$ cat src/rtl/adf4351_spi_writer.sv
// Streams ADF4351 register words over the 3-wire interface (ADF_CLK/ADF_DATA/ADF_LE).
// Full init writes R5..R0; retune writes R4 then R0 so the VCO band select runs last.
module adf4351_spi_writer #(
  parameter int unsigned CLK_DIV = 2,
  parameter logic [31:0] ADF_R1  = 32'h08008011,
  parameter logic [31:0] ADF_R2  = 32'h00004E42,
  parameter logic [31:0] ADF_R3  = 32'h000004B3,
  parameter logic [31:0] ADF_R5  = 32'h00580005
) (
  input  logic        CLK,
  input  logic        RST,
  input  logic        START,
  input  logic        FULL_INIT,
  input  logic [31:0] ADF_R0,
  input  logic [31:0] ADF_R4,
  output logic        BUSY,
  output logic        DONE,
  output logic        ADF_CLK,
  output logic        ADF_DATA,
  output logic        ADF_LE
);

  typedef enum logic [2:0] {
    IDLE     = 3'd0,
    SHIFT_LO = 3'd1,
    SHIFT_HI = 3'd2,
    LE_SETUP = 3'd3,
    LE_HIGH  = 3'd4,
    GAP      = 3'd5
  } state_t;

  localparam logic [15:0] DIV_LAST = 16'(CLK_DIV - 1);

  state_t      state_r;
  logic [15:0] cnt_r;
  logic [4:0]  bit_r;
  logic [2:0]  idx_r;
  logic        full_r;
  logic [31:0] r0_r;
  logic [31:0] r4_r;

  logic [31:0] cur_word_s;
  logic [31:0] next_word_s;
  logic [31:0] first_word_s;
  logic        last_word_s;
  logic        phase_end_s;

  function automatic logic [31:0] word_at(input logic [2:0] idx, input logic full,
                                          input logic [31:0] r0, input logic [31:0] r4);
    logic [31:0] w;
    if (full) begin
      case (idx)
        3'd0:    w = ADF_R5;
        3'd1:    w = r4;
        3'd2:    w = ADF_R3;
        3'd3:    w = ADF_R2;
        3'd4:    w = ADF_R1;
        default: w = r0;
      endcase
    end else begin
      case (idx)
        3'd0:    w = r4;
        default: w = r0;
      endcase
    end
    return w;
  endfunction

  // Word selection and phase-boundary decode
  always_comb begin
    phase_end_s  = (cnt_r == DIV_LAST);
    last_word_s  = full_r ? (idx_r == 3'd5) : (idx_r == 3'd1);
    cur_word_s   = word_at(idx_r, full_r, r0_r, r4_r);
    next_word_s  = word_at(idx_r + 3'd1, full_r, r0_r, r4_r);
    first_word_s = word_at(3'd0, FULL_INIT, ADF_R0, ADF_R4);
  end

  // Sequencer FSM with registered serial outputs
  always_ff @(posedge CLK) begin
    if (RST) begin
      state_r  <= IDLE;
      cnt_r    <= 16'd0;
      bit_r    <= 5'd0;
      idx_r    <= 3'd0;
      full_r   <= 1'b0;
      r0_r     <= 32'd0;
      r4_r     <= 32'd0;
      BUSY     <= 1'b0;
      DONE     <= 1'b0;
      ADF_CLK  <= 1'b0;
      ADF_DATA <= 1'b0;
      ADF_LE   <= 1'b0;
    end else begin
      case (state_r)
        IDLE: begin
          DONE <= 1'b0;
          // The DONE cycle still counts as the tail of the previous sequence
          if (START && !DONE) begin
            r0_r     <= ADF_R0;
            r4_r     <= ADF_R4;
            full_r   <= FULL_INIT;
            idx_r    <= 3'd0;
            bit_r    <= 5'd31;
            cnt_r    <= 16'd0;
            BUSY     <= 1'b1;
            ADF_DATA <= first_word_s[31];
            state_r  <= SHIFT_LO;
          end
        end
        SHIFT_LO: begin
          if (phase_end_s) begin
            cnt_r   <= 16'd0;
            ADF_CLK <= 1'b1;
            state_r <= SHIFT_HI;
          end else begin
            cnt_r <= cnt_r + 16'd1;
          end
        end
        SHIFT_HI: begin
          if (phase_end_s) begin
            cnt_r   <= 16'd0;
            ADF_CLK <= 1'b0;
            if (bit_r != 5'd0) begin
              bit_r    <= bit_r - 5'd1;
              ADF_DATA <= cur_word_s[bit_r - 5'd1];
              state_r  <= SHIFT_LO;
            end else begin
              ADF_DATA <= 1'b0;
              state_r  <= LE_SETUP;
            end
          end else begin
            cnt_r <= cnt_r + 16'd1;
          end
        end
        LE_SETUP: begin
          if (phase_end_s) begin
            cnt_r   <= 16'd0;
            ADF_LE  <= 1'b1;
            state_r <= LE_HIGH;
          end else begin
            cnt_r <= cnt_r + 16'd1;
          end
        end
        LE_HIGH: begin
          if (phase_end_s) begin
            cnt_r   <= 16'd0;
            ADF_LE  <= 1'b0;
            state_r <= GAP;
          end else begin
            cnt_r <= cnt_r + 16'd1;
          end
        end
        GAP: begin
          if (phase_end_s) begin
            cnt_r <= 16'd0;
            if (last_word_s) begin
              BUSY    <= 1'b0;
              DONE    <= 1'b1;
              state_r <= IDLE;
            end else begin
              idx_r    <= idx_r + 3'd1;
              bit_r    <= 5'd31;
              ADF_DATA <= next_word_s[31];
              state_r  <= SHIFT_LO;
            end
          end else begin
            cnt_r <= cnt_r + 16'd1;
          end
        end
        default: begin
          state_r  <= IDLE;
          cnt_r    <= 16'd0;
          BUSY     <= 1'b0;
          DONE     <= 1'b0;
          ADF_CLK  <= 1'b0;
          ADF_DATA <= 1'b0;
          ADF_LE   <= 1'b0;
        end
      endcase
    end
  end

endmodule
$ cat config.mk
export PLATFORM = sky130hd
export DESIGN_NAME = adf4351_spi_writer
export DESIGN_NICKNAME = d
export VERILOG_FILES = /design/src/rtl/adf4351_spi_writer.sv
export SDC_FILE = /design/constraint.sdc
export NUM_CORES = 1
export LEC_CHECK = 0
export ABC_AREA = 1
export CAP_MARGIN = 20
export CORE_ASPECT_RATIO = 0.5
export CORE_MARGIN = 8
export CORE_UTILIZATION = 35
export CTS_BUF_LIST = sky130_fd_sc_hd__clkbuf_16
export CTS_CLUSTER_DIAMETER = 60
export DETAILED_ROUTE_END_ITERATION = 8
export DONT_BUFFER_PORTS = 1
export GPL_TIMING_DRIVEN = 0
export PLACE_DENSITY = 0.51
export SYNTH_ARGS = -nofsm -noshare
export SYNTH_HDL_FRONTEND = slang
export SYNTH_SLANG_ARGS = --single-unit
$ cat constraint.sdc
create_clock -name CLK -period 2.4 [get_ports CLK]
set_input_delay 0.48 -clock CLK [delete_from_list [all_inputs] [get_ports CLK]]
set_output_delay 0.48 -clock CLK [all_outputs]
set_load 0.05 [all_outputs]
---- Yosys cells after proc, flatten, opt, wreduce, memory -nomap -nowiden ----
Index checks and enable logic that the tools add are counted.
storage, ports and cells
  flip-flop bits (word level) ............. 97
  latch bits .............................. 0
  bits in writable memories ............... 0
  bits in read-only memories .............. 0
  output and inout bits ................... 5
  word-level logic and storage cells ...... 115
  memories ................................ 0
operators by class
  add/sub/neg operators ................... 3
  $mul .................................... 0
  divide/modulo/power cells ............... 0
  magnitude comparators ................... 1
  equality and inequality tests ........... 24
  shift operators ......................... 0
  multiplexer cells ....................... 49
  bitwise logic cells ..................... 4
  reductions and logical operators ........ 22
operator list
  operator                                                     number
  case mux 32 bit (5 select lines)                             2
  2-to-1 mux 32 bit                                            5
  2-to-1 mux 16 bit                                            2
  case mux 16 bit (2 select lines)                             1
  2-to-1 mux 3 bit                                             9
  2-to-1 mux 5 bit                                             5
  == test 3 x 2 -> 1 bit (second input constant)               6
  != test 2 bit (second input constant)                        9
  case mux 3 bit (6 select lines)                              1
  adder 16 x 1 -> 16 bit (second input constant)               1
  == test 16 x 1 -> 1 bit (second input constant)              1
  == test 3 bit (second input constant)                        5
  2-to-1 mux 1 bit                                             15
  case mux 5 bit (3 select lines)                              1
  AND reduction 6 bit                                          2
  OR reduction 4 bit                                           3
  == test 3 x 1 -> 1 bit (second input constant)               3
  zero test 3 bit                                              3
  case mux 1 bit (3 select lines)                              3
  AND reduction 3 bit                                          3
  AND reduction 4 bit                                          2
  less-than comparator 5 x 6 -> 1 bit (second input constant)  1
  case mux 3 bit (2 select lines)                              1
  binary-select mux 1 bit (select 5 bit)                       1
  other kinds (15)                                             18

---- Depth between registers and ports, before layout ----
Gate-level depths: netlist of the first run.
  depth in word-level cells ............... 8
  gate-level depth with buffers ........... 20

---- Least setup slack after synthesis of the first run ----
OpenSTA, ideal clock, no wires.
  kind .................................... reg-to-reg
  start point ............................. reg bit_r[0]
  end point ............................... reg ADF_DATA
  library setup time ...................... 131 ps
  data arrival time ....................... 2072 ps
  data required time ...................... 2269 ps
  setup slack ............................. 197 ps
  cell stages (with the launch flop) ...... 20
  path through ............................ dfxtp_1 -> buf_2 -> inv_2 -> buf_2 -> ha_1 -> buf_2 -> inv_1 -> buf_2 -> a21oi_1 -> o21ai_0 -> o21ai_0 -> a21o_1 -> nand2_1 -> nand3_1 -> nand2_1 -> nand2_1 -> nand2_1 -> nand2_1 -> nand2_1 -> a21oi_2
between the ends
  word-level cells in the longest chain between the ends .. 6
RTL lines
  item                                    RTL line  RTL
  start, declared                         36        logic [4:0] bit_r;
  start signal, assigned                  124       bit_r <= bit_r - 5'd1;
  subtractor 5 x 1 -> 5 bit               125       ADF_DATA <= cur_word_s[bit_r - 5'd1];
  binary-select mux 1 bit (select 5 bit)  125
  2-to-1 mux 1 bit (implied by the code)  125
  2-to-1 mux 1 bit (*)                    123       if (bit_r != 5'd0) begin
  2-to-1 mux 1 bit (*)                    120       if (phase_end_s) begin
  case mux 1 bit (4 select lines) (*)     94        case (state_r)
  end signal, assigned                    106       ADF_DATA <= first_word_s[31];
  end signal, assigned                    125
  end signal, assigned                    163       ADF_DATA <= next_word_s[31];
  end, declared                           19        output logic ADF_DATA,
Mark *: on every way between the ends. The rest lies on a longest branch, timed or not. The select of a mux whose other input is x is not followed.
A chain may end at the register's enable or synchronous reset.

---- Final worst setup path of the first run ----
Ends and elaborated chain as after synthesis.

==> metrics.md, run 1 <==
| Metric | Value |
|---|---|
| Run status | finished, final reports clean |
| Clock latency on the worst-skew pair | 350 ps |
| Logic gate share of total power | 0.536 |
| Multi-input combinational cell area | 0.00278 mm2 |
| CTS Root Cell | clkbuf_16 |
| Peak supply drop | between 500 and 600 uV |
| Slew Limit Fails | 0 |
| Avg Synthesized Cell Area | just under 7 um2 |
| Internal power summed over all cells | about 4700 uW |
| Endpoint type of the worst setup path | flip-flop |
| Total power after layout | 8790 uW |
| Antenna violations before repair | 0 |
| Global-route wire length before repair | 25200 um |
| R2R depth | 19 |
| Net count of the mapped netlist | ~830 |
| Total vias in the final route | 4927 |
| Worst Min Path Start | RST |
| Die footprint | about 0.019 mm2 |
| Max-cap violation count | 0 |
| Area share of the leading cell type in the synthesized netlist | 0.379 |
| CTS tree | done |
| Worst-case clock buffer depth | 2 |
| Cell leakage power | around 0.0024 uW |
| Ys async rst share | 0 |
| Hold bufs inserted after CTS | 0 |
| Final min period | ~2300 ps |
| Overall global routing resource usage | 0.168 |
| Area taken by flip-flops and latches | just under 0.002 mm2 |
| Clock Power Share | 0.179 |
| Distinct cells, synth | 45 |
| Power spent charging and discharging nets | slightly above 4000 uW |
| CTS buffer count | 9 |
| Period utilisation layout | 0.958 |
| Setup TNS | 0 ps |
| Data arrival time at the worst-slack endpoint | about 2500 ps |
| Mean number of vias per cell | just over 5 |
| HPWL after detailed placement | 12000 um |
| Wire length per cell after detailed routing | 16.1 um |
| Path type of the worst setup path | flip-flop to flip-flop |
| Number of register bits inferred by synthesis | between 90 and 100 |
| Clock slew at reported path FFs | 70 ps |
| R2R Setup Slk | 100 ps |
| Share of synthesized area occupied by flip-flops and latches | 0.379 |
| Launch point of the worst reg-to-reg path | bit_r[0] |
| Yosys top cell by area | dfxtp_1 |
| Hold Path Depth | 1 |
| Number of global-route vias before repair | about 4600 |
| 1st-pass router iterations | 5 |
| Number of flops mapped to enable cells by yosys | 0 |
| Net total in the final layout | ~850 |
| Worst-case hold path end point | idx_r[2] |
| Peak fanout along the critical path | 10 |
| Sequential cell fraction of total power | 0.286 |
| Total clock sinks | 97 |
| Switching part of the total power | 0.467 |
| Number of port buffers | 0 |
| Placeable core area | ~0.014 mm2 |
| Maximum number of pins on one net before global-route repair | 17 |
| Number of remaining DRC errors | 0 |
| Setup crit start kind | flip-flop |
| Syn Std Cell Area | roughly 0.0051 mm2 |
| Primary flip-flop cell chosen by synthesis mapping | dfxtp_1 |
| Effective utilization at floorplan | 0.356 |
| Starting DRC count in detailed routing | ~460 |
| Overflow left after global routing | 0 |
| Std cell rows | 31 |
| Number of warning messages in the yosys log | 0 |
| Final RePlAce weighted congestion | approximately 0.90 |
| Largest cells by area after synthesis | dfxtp_1 (38%), o21ai_0 (10%), nand2_1 (9.2%) |
| Die Ht | 102 um |
| Layout overhead on the synthesized area | 14.3% |
| Number of hold-slack violations in the final timing report | 0 |
| Pwr Density | 1500 mW/mm2 |
| Most frequent cell after synthesis | nand2_1 |
| Largest clock skew in the final design | roughly 11 ps |
| Post-Route WL | roughly 16000 um |
| End of the worst register-to-register path | ADF_DATA |
| Setup repair after global routing missed its margin | true |
| I/O pins | 73 |
| Max-slew headroom | 0.563 |
| Fmax achieved | 435 MHz |
| Slew at the pin closest to its max-slew limit | around 650 ps |
| Number of setup violations in the final report | 0 |
| Number of H-tree branching levels | 3 |
| Proportion of layout cells with a drive suffix above 1 | 0.114 |
| Required time of the worst setup path | 2610 ps |
| Instance count of the mapped netlist | ~760 |
| Count of filler cells inserted in the layout | 1546 |
| Cell types with the highest counts after synthesis | nand2_1 (126), nor2_1 (123), o21ai_0 (104) |
| Die X-Extent | roughly 190 um |
| Hold/Removal Path Class | input port to flip-flop |
| Post-route ant nets | 0 |
power groups by stage:
stage | combinational, uW | clock, uW | sequential, uW
floorplan | 3290 | 0 | 2400
global placement | 4270 | 0 | 2500
detailed placement | 4280 | 0 | 2510
CTS | 4390 | 1620 | 2480
global route | 5320 | 1690 | 2570
finish | 4710 | 1570 | 2510
per-layer routing:
metal | vias up | routed length [um] | GRT usage
li1 | 2519 | - | -
met1 | 2258 | 7790 | 0.234
met2 | 133 | 6690 | 0.252
met3 | 17 | 1150 | 0.0430
met4 | 0 | 177 | 0.0443
met5 | - | 0 | 0
registers in the layout (all words and copies together), names as in the netlist:
signal / cells
state_r: 3
DONE: 1
idx_r: 3
cnt_r: 16
ADF_DATA: 1
full_r: 1
BUSY: 1
r4_r: 32
r0_r: 32
ADF_CLK: 1
bit_r: 5
ADF_LE: 1
layout make-up:
| type | instances | area share |
|---|---|---|
| inverter | 81 | 0.0548 |
| multi-input combinational | 544 | 0.474 |
| timing repair buffer | 9 | 0.0111 |
| clock inverter | 7 | 0.0160 |
| tap | 198 | 0.0423 |
| clock buffer | 9 | 0.0384 |
| antenna | 1 | 0.000427 |
| buffer | 34 | 0.0305 |
| sequential | 97 | 0.332 |
layout by cell type, fill, tap and decap left out, types with 2 or more instances in the layout:
| cell | netlist | final |
|---|---|---|
| a211oi_1 | 7 | 7 |
| a21oi_1 | 67 | 67 |
| a21oi_2 | 2 | 2 |
| a31oi_1 | 3 | 3 |
| buf_2 | 9 | 5 |
| buf_4 | 0 | 9 |
| buf_6 | 1 | 4 |
| bufinv_16 | 0 | 2 |
| clkbuf_1 | 23 | 22 |
| clkbuf_16 | 0 | 9 |
| clkinv_1 | 2 | 3 |
| clkinv_4 | 1 | 2 |
| dfxtp_1 | 97 | 93 |
| dfxtp_2 | 0 | 4 |
| ha_1 | 10 | 7 |
| ha_2 | 0 | 2 |
| inv_1 | 69 | 66 |
| inv_2 | 6 | 8 |
| inv_4 | 3 | 3 |
| inv_6 | 0 | 2 |
| nand2_1 | 126 | 125 |
| nand2_2 | 4 | 5 |
| nand2_4 | 4 | 4 |
| nand3_1 | 38 | 38 |
| nand3_2 | 3 | 3 |
| nand3_4 | 2 | 2 |
| nand4_1 | 6 | 6 |
| nor2_1 | 123 | 121 |
| nor2_2 | 4 | 6 |
| nor2_4 | 5 | 5 |
| nor3_1 | 10 | 10 |
| nor3b_1 | 2 | 2 |
| nor4_4 | 2 | 2 |
| o21a_1 | 2 | 2 |
| o21ai_0 | 104 | 100 |
| o21ai_1 | 3 | 6 |
| o31ai_1 | 2 | 2 |
| xor2_1 | 2 | 2 |
metrics by stage:
step | setup slack [ps] | utilization | instances | hold slack [ps] | instance area (um2)
floorplan | 197 | - | 755 | 421 | 5130
global placement | -334 | 0.374 | 953 | 440 | 5380
detailed placement | -344 | 0.374 | 953 | 442 | 5380
CTS | 13.0 | 0.398 | 969 | 192 | 5730
global route | -54.7 | 0.407 | 979 | 178 | 5860
finish | 101 | 0.407 | 980 | 196 | 5860
cell families after synthesis:
logic type / share of synthesized area
AOI/OAI and AO/OA: 0.202
xor gates and xnor gates: 0.00512
adders and majority gates: 0.0244
buffers and inverters: 0.0902
DFF: 0.379
and+or+nand+nor: 0.300
critical path: stages, from the launching register on:
cell and delay [ps]:
dfxtp_1 320, buf_6 110, inv_6 50, buf_8 140, ha_1 300, buf_6 140, inv_2 70, buf_6 110
a21oi_1 40, o21ai_1 80, o21ai_1 80, a21o_1 180, nand2_1 50, nand3_1 80, nand2_1 100, nand2_1 50
nand2_1 60, nand2_1 50, nand2_1 70, a21oi_2 50
worst max path at each step:
stage	startpoint	endpoint	slack [ps]	cells after the start
after floorplan	bit_r[0]	ADF_DATA	200	19
after global placement	bit_r[0]	ADF_DATA	-330	19
after detailed placement	bit_r[0]	ADF_DATA	-340	19
after CTS	bit_r[0]	ADF_DATA	10	19
after global routing	idx_r[0]	ADF_DATA	-50	20
final	bit_r[0]	ADF_DATA	100	19
what timing repair did:
| action | in CTS | in global routing |
|---|---|---|
| setup endpoints to repair | 35 | 20 |
| gates resized for setup | 14 | 21 |
| gates cloned | 0 | 2 |
| buffers inserted | 0 | 8 |
| pin swaps | 1 | 5 |
Note: power is estimated with default switching activity, not from simulation.
==> run 2: changes to the inputs <==
- CELL_PAD_IN_SITES_DETAIL_PLACEMENT: not set -> 1
- CELL_PAD_IN_SITES_GLOBAL_PLACEMENT: not set -> 2
- CORE_UTILIZATION: 35 -> 32
- PLACE_DENSITY: 0.51 -> 0.76
- REMOVE_ABC_BUFFERS: not set -> 1
==> run 2 against run 1 <==
  * Total power down 2.2%
  * Critical path type unchanged
  * Register-to-register slack worse by 30 ps
  * Largest cell class unchanged
  * Sequential power about the same
  * Non-clock buffer count down 28
  * Sequential cell count unchanged
  * Clock skew down 3.0 ps
==> metrics.md, run 2 (same netlist as run 1, synthesis figures left out) <==
| Metric | Value |
|---|---|
| Starting DRC count in detailed routing | about 170 |
| Maximum number of pins on one net before global-route repair | 55 |
| Switching part of the total power | 0.469 |
| Layout overhead on the synthesized area | 12.6% |
| Pwr Density | about 1500 mW/mm2 |
| Number of cells in the design after placement | 929 |
| Cell breakdown of the critical path | buf_16 -> inv_6 -> ha_4 -> clkinvlp_4 -> buf_4 -> a21oi_1 -> nand3_1 -> nand2_1 -> inv_1 -> nand2_1 -> nand2_1 -> nand2_1 -> a21oi_2 -> nand2_1 -> nand2_1 -> nand2_1 -> a21oi_2 |
| Overflow left after global routing | 0 |
| Antenna violations before repair | 1 |
| Post-route ant nets | 0 |
| Final min period | about 2300 ps |
| Slew Limit Fails | 0 |
| CTS buffer count | 9 |
| Cell seen most often among critical-path stages | nand2_1 |
| Final setup margin | about 68 ps |
| Largest clock skew in the final design | about 7.7 ps |
| Wire length per cell after detailed routing | about 16 um |
| Count of filler cells inserted in the layout | 1955 |
| CTS tree | done |
| Die footprint | 0.0206 mm2 |
| Std cell rows | 32 |
| Mean number of vias per cell | just under 5 |
| Hold Worst Slack | about 190 ps |
| I/O pins | 73 |
| Cell leakage power | between 0.002 and 0.0025 uW |
| Placeable core area | between 0.015 and 0.02 mm2 |
| N_diodes | 0 |
| Setup repair after global routing missed its margin | true |
| Cell type of the slowest stage on the worst timing path | dfxtp_4 |
| Run status | finished, final reports clean |
| Effective utilization at floorplan | 0.330 |
| Total non-filler cell area in the finished layout | approximately 0.0058 mm2 |
| Peak fanout along the critical path | 30 |
| Number of setup violations in the final report | 0 |
| Period utilisation layout | 0.972 |
| Clock slew at reported path FFs | 70 ps |
| Worst-case clock buffer depth | 2 |
| Sequential cell fraction of total power | 0.288 |
| Fmax achieved | 429 MHz |
| Final instance count without filler cells | around 960 |
| Final RePlAce weighted congestion | between 0.7 and 0.8 |
| Max-cap violation count | 0 |
| Hold/Removal Path Class | input port to flip-flop |
| Post-Route WL | approximately 15000 um |
| Die Ht | 106 um |
| Proportion of layout cells with a drive suffix above 1 | 0.106 |
| Overall global routing resource usage | 0.150 |
| Clock Power Share | 0.168 |
| Total vias in the final route | 4735 |
| Largest registers in the final layout | r0_r (32), r4_r (32), cnt_r (16) |
| 1st-pass router iterations | 4 |
| Clock latency on the worst-skew pair | between 300 and 400 ps |
| Leading cell type in the layout, fill and taps excluded | nand2_1 |
| Slew at the pin closest to its max-slew limit | between 500 and 600 ps |
| Internal power summed over all cells | 4570 uW |
| CTS Root Cell | clkbuf_16 |
| Hold bufs inserted after CTS | 0 |
| Number of hold-slack violations in the final timing report | 0 |
| Number of global-route vias before repair | 4848 |
| Setup crit start kind | flip-flop |
| Required time of the worst setup path | about 2700 ps |
| Number of H-tree branching levels | 3 |
| Number of remaining DRC errors | 0 |
| Die X-Extent | 195 um |
| Global-route wire length before repair | approximately 25000 um |
| Leading cell types in the layout, fill and taps excluded | nand2_1 (124), nor2_1 (123), o21ai_0 (103) |
| Endpoint type of the worst setup path | flip-flop |
| Peak supply drop | about 460 uV |
| Power spent charging and discharging nets | roughly 4000 uW |
| Data arrival time at the worst-slack endpoint | roughly 2600 ps |
| Total clock sinks | 97 |
| Post-DP Area | between 0.005 and 0.006 mm2 |
| Net total in the final layout | 826 |
| CP max stage delay | 380 ps |
| Path type of the worst setup path | flip-flop to flip-flop |
| Max-slew headroom | 0.626 |
| Number of port buffers | 0 |
| Setup Slack @ Placement | -665 ps |
| Final design utilization | 0.372 |
| HPWL after detailed placement | 11100 um |
| Logic gate share of total power | 0.544 |
run 2: cell types whose count changed in the layout (fill, tap and decap cells not counted), moves of 2 or more:
cell / change
o21ai_0: +3
buf_2: -5
buf_12: +3
buf_6: -4
inv_2: -2
clkbuf_1: -22
nor2_2: -2
dfxtp_2: -2
buf_4: +2
o21ai_1: -2
nor2_1: +2
inv_1: +2
run 2: final timing paths:
| check | to | start | slack, ps | cells after the start |
|---|---|---|---|---|
| worst max-delay path | ADF_DATA | bit_r[0] | 70 | 17 |
| worst min register to register | r0_r[17] | r0_r[17] | 450 | 2 |
| worst min-delay path | ADF_DATA | RST | 190 | 1 |
| worst max register to register | ADF_DATA | bit_r[0] | 70 | 17 |
run 2: per-stage QoR:
stage / total power (uW) / TNS [ps]
floorplan: 5540 / -55370
global placement: 6620 / -163010
detailed placement: 6800 / -17860
CTS: 8410 / -173
global route: 9410 / -111
finish: 8600 / 0
run 2: power by group through the flow:
stage,combinational (uW),sequential (uW),clock [uW]
after detailed placement,4240,2550,0
after global routing,5300,2540,1570
after floorplan,3050,2480,0
after CTS,4410,2500,1500
after global placement,4020,2600,0
final,4680,2480,1450
run 2: layout make-up:
type | instances | area [um2] | share of cell area
clock buffers | 9 | 225 | 0.0390
clock inverters | 7 | 62.6 | 0.0108
multi-input cells | 543 | 2780 | 0.482
repair inverters | 1 | 5.00 | 0.000867
well taps | 204 | 255 | 0.0442
inverters | 81 | 327 | 0.0566
repair buffers | 15 | 170 | 0.0295
flip-flops and latches | 97 | 1950 | 0.337
run 2: timing repair:
action | CTS | global route
gates resized for setup | 7 | 11
pin swaps | 0 | 2
setup endpoints to repair | 49 | 12
setup buffers | 3 | 8
gates cloned | 0 | 1
run 2: critical path, delay by kind of cell, from the launching register on:
kind	cells	cell delay, ps
buf+inv	5	640
simple gates	8	610
flops	1	380
fa+ha+maj	1	330
compound gates	3	250
run 2: routing by layer:
| metal | vias up | part of all wire | global-route usage | routed length, um |
|---|---|---|---|---|
| li1 | 2450 | - | - | - |
| met1 | 2231 | 0.51 | 0.194 | 7730 |
| met2 | 40 | 0.45 | 0.246 | 6770 |
| met3 | 12 | 0.039 | 0.0467 | 587 |
| met4 | 2 | 0.0072 | 0.0274 | 109 |
| met5 | - | 0.00085 | 0 | 13 |
==> run 3: changes to the inputs <==
- CAP_MARGIN: 20 -> not set
==> run 3 against run 2 <==
  * Hold slack got worse by 2.8 ps
  * Final area decreased by 0.17%
  * Routed wire length down 0.24%
  * Clock skew decreased by 1.8 ps
  * Combinational power about the same
  * Register-to-register slack improved by 20 ps
  * Global-route usage hardly changed
  * Sequential cell count unchanged
  * Core utilization decreased by 0.064 points
  * Sequential power about the same
  * Die area did not move
  * Largest power group unchanged
==> metrics.md, run 3 (same netlist as run 1, synthesis figures left out) <==
| Metric | Value |
|---|---|
| Post-Route WL | approximately 15000 um |
| Proportion of layout cells with a drive suffix above 1 | 0.105 |
| CTS tree | done |
| Setup TNS | 0 ps |
| Die footprint | just over 0.02 mm2 |
| Max-cap violation count | 0 |
| Cell type of the slowest stage on the worst timing path | dfxtp_4 |
| Clock latency on the worst-skew pair | 350 ps |
| Met1 routed wirelength after detailed routing | between 7000 and 8000 um |
| Global-route wire length before repair | 25200 um |
| Setup repair after global routing missed its margin | true |
| Fmax achieved | between 400 and 500 MHz |
| Placeable core area | roughly 0.016 mm2 |
| Cell leakage power | about 0.0023 uW |
| Hold/Removal Path Class | input port to flip-flop |
| Overall global routing resource usage | 0.150 |
| Peak fanout along the critical path | 30 |
| N_diodes | 0 |
| Pwr Density | 1490 mW/mm2 |
| Data arrival time at the worst-slack endpoint | 2570 ps |
| Die Ht | between 100 and 150 um |
| Top cell family by delay on the critical path | buffers and inverters |
| Met3 layer wire length in the routed design | 546 um |
| Std cell rows | 32 |
| Number of port buffers | 0 |
| Peak supply drop | 447 uV |
| Die X-Extent | 195 um |
| Required time of the worst setup path | 2650 ps |
| Maximum number of pins on one net before global-route repair | 55 |
| 1st-pass router iterations | 4 |
| Run status | finished, final reports clean |
| Number of H-tree branching levels | 3 |
| HPWL after detailed placement | approximately 11000 um |
| Clock slew at reported path FFs | around 70 ps |
| Buffer and inverter count on the worst path | 5 |
| CP max stage delay | between 300 and 400 ps |
| Path type of the worst setup path | flip-flop to flip-flop |
| Worst-case clock buffer depth | 2 |
| Top Layer Used | met5 |
| Effective utilization at floorplan | 0.330 |
| Number of hold-slack violations in the final timing report | 0 |
| Total vias in the final route | around 4800 |
| Slew Limit Fails | 0 |
| Largest clock skew in the final design | just under 6 ps |
| Leading cell types in the layout, fill and taps excluded | nor2_1 (123), nand2_1 (123), o21ai_0 (103) |
| Endpoint type of the worst setup path | flip-flop |
| Setup crit start kind | flip-flop |
| I/O pins | 73 |
| Hold Worst Slack | about 190 ps |
| CTS buffer count | 9 |
| Final RePlAce weighted congestion | 0.780 |
| Overflow left after global routing | 0 |
| Antenna violations before repair | 1 |
| Number of setup violations in the final report | 0 |
| Final min period | ~2300 ps |
| Total clock sinks | 97 |
| Net total in the final layout | between 800 and 900 |
| CTS Root Cell | clkbuf_16 |
| Max-slew headroom | 0.625 |
| Number of remaining DRC errors | 0 |
| Period utilisation layout | 0.965 |
| Routed length on met2 | roughly 6700 um |
| Cell seen most often among critical-path stages | nand2_1 |
| Mean number of vias per cell | roughly 5.0 |
| Wire length per cell after detailed routing | between 15 and 20 um |
| Hold bufs inserted after CTS | 0 |
| Number of global-route vias before repair | roughly 5000 |
| Starting DRC count in detailed routing | ~170 |
| Slew at the pin closest to its max-slew limit | approximately 560 ps |
| Layout overhead on the synthesized area | 12.4% |
| Post-route ant nets | 0 |
| Cell breakdown of the critical path | buf_16 -> inv_8 -> ha_4 -> clkinvlp_4 -> buf_4 -> a21oi_1 -> nand3_1 -> nand2_1 -> inv_1 -> nand2_1 -> nand2_1 -> nand2_2 -> a21oi_2 -> nand2_1 -> nand2_1 -> nand2_1 -> a21oi_2 |
| Largest registers in the final layout | r0_r (32), r4_r (32), cnt_r (16) |
-- run 3: cell types whose count changed in the layout (fill, tap and decap cells not counted) --
cell,before,now
buf_4,11,9
nand2_2,5,6
inv_6,1,0
inv_8,0,1
nand2_1,124,123
-- run 3: repair_timing --
item                                    in CTS  in global routing
endpoints found under the setup margin      48                 13
pin swaps                                    0                  3
setup buffers                                3                  6
gates resized for setup                      7                 13
cloned                                       0                  1
-- run 3: final timing paths --
check	start	end	slack, ps	depth (start not counted)
setup reg to reg	bit_r[0]	ADF_DATA	80	17
setup / recovery	bit_r[0]	ADF_DATA	80	17
hold / removal	RST	ADF_DATA	190	1
hold reg to reg	r0_r[17]	r0_r[17]	450	2
-- run 3: worst reg2reg max path: stages (launching register included) --
cell and delay (ps):
dfxtp_4 380, buf_16 180, inv_8 120, ha_4 350, clkinvlp_4 150, buf_4 170
a21oi_1 140, nand3_1 120, nand2_1 70, inv_1 40, nand2_1 50, nand2_1 50
nand2_2 90, a21oi_2 50, nand2_1 70, nand2_1 60, nand2_1 70, a21oi_2 50
-- run 3: per-layer routing --
layer	GRT usage	vias up
met5	0	-
met4	0.0339	2
met3	0.0438	14
met2	0.245	39
met1	0.196	2251
li1	-	2447
-- run 3: final cells by class --
class / count / area (um2)
clock inverters: 7 / 62.6
flip-flops and latches: 97 / 1950
clock buffers: 9 / 225
fillers: 1960 / 9770
inverters: 81 / 329
repair buffers: 13 / 155
multi-input cells: 543 / 2780
repair inverters: 1 / 5.00
well taps: 204 / 255
-- run 3: through the flow --
step	std cells	instance area [um2]	utilization	total power, uW	setup slack [ps]
2_1_floorplan	721	4980	-	5540	-1370
3_3_place_gp	925	5240	0.337	6620	-3220
3_5_place_dp	929	5330	0.343	6810	-686
4_1_cts	948	5670	0.365	8430	-178
5_1_grt	955	5760	0.371	9410	-88.9
6_report	955	5760	0.371	8580	83.7
-- run 3: power by group --
group | switching, uW | internal (uW) | leakage (uW)
Clock | 648 | 798 | 0.000142
Sequential | 378 | 2100 | 0.000798
Combinational | 3020 | 1640 | 0.00135
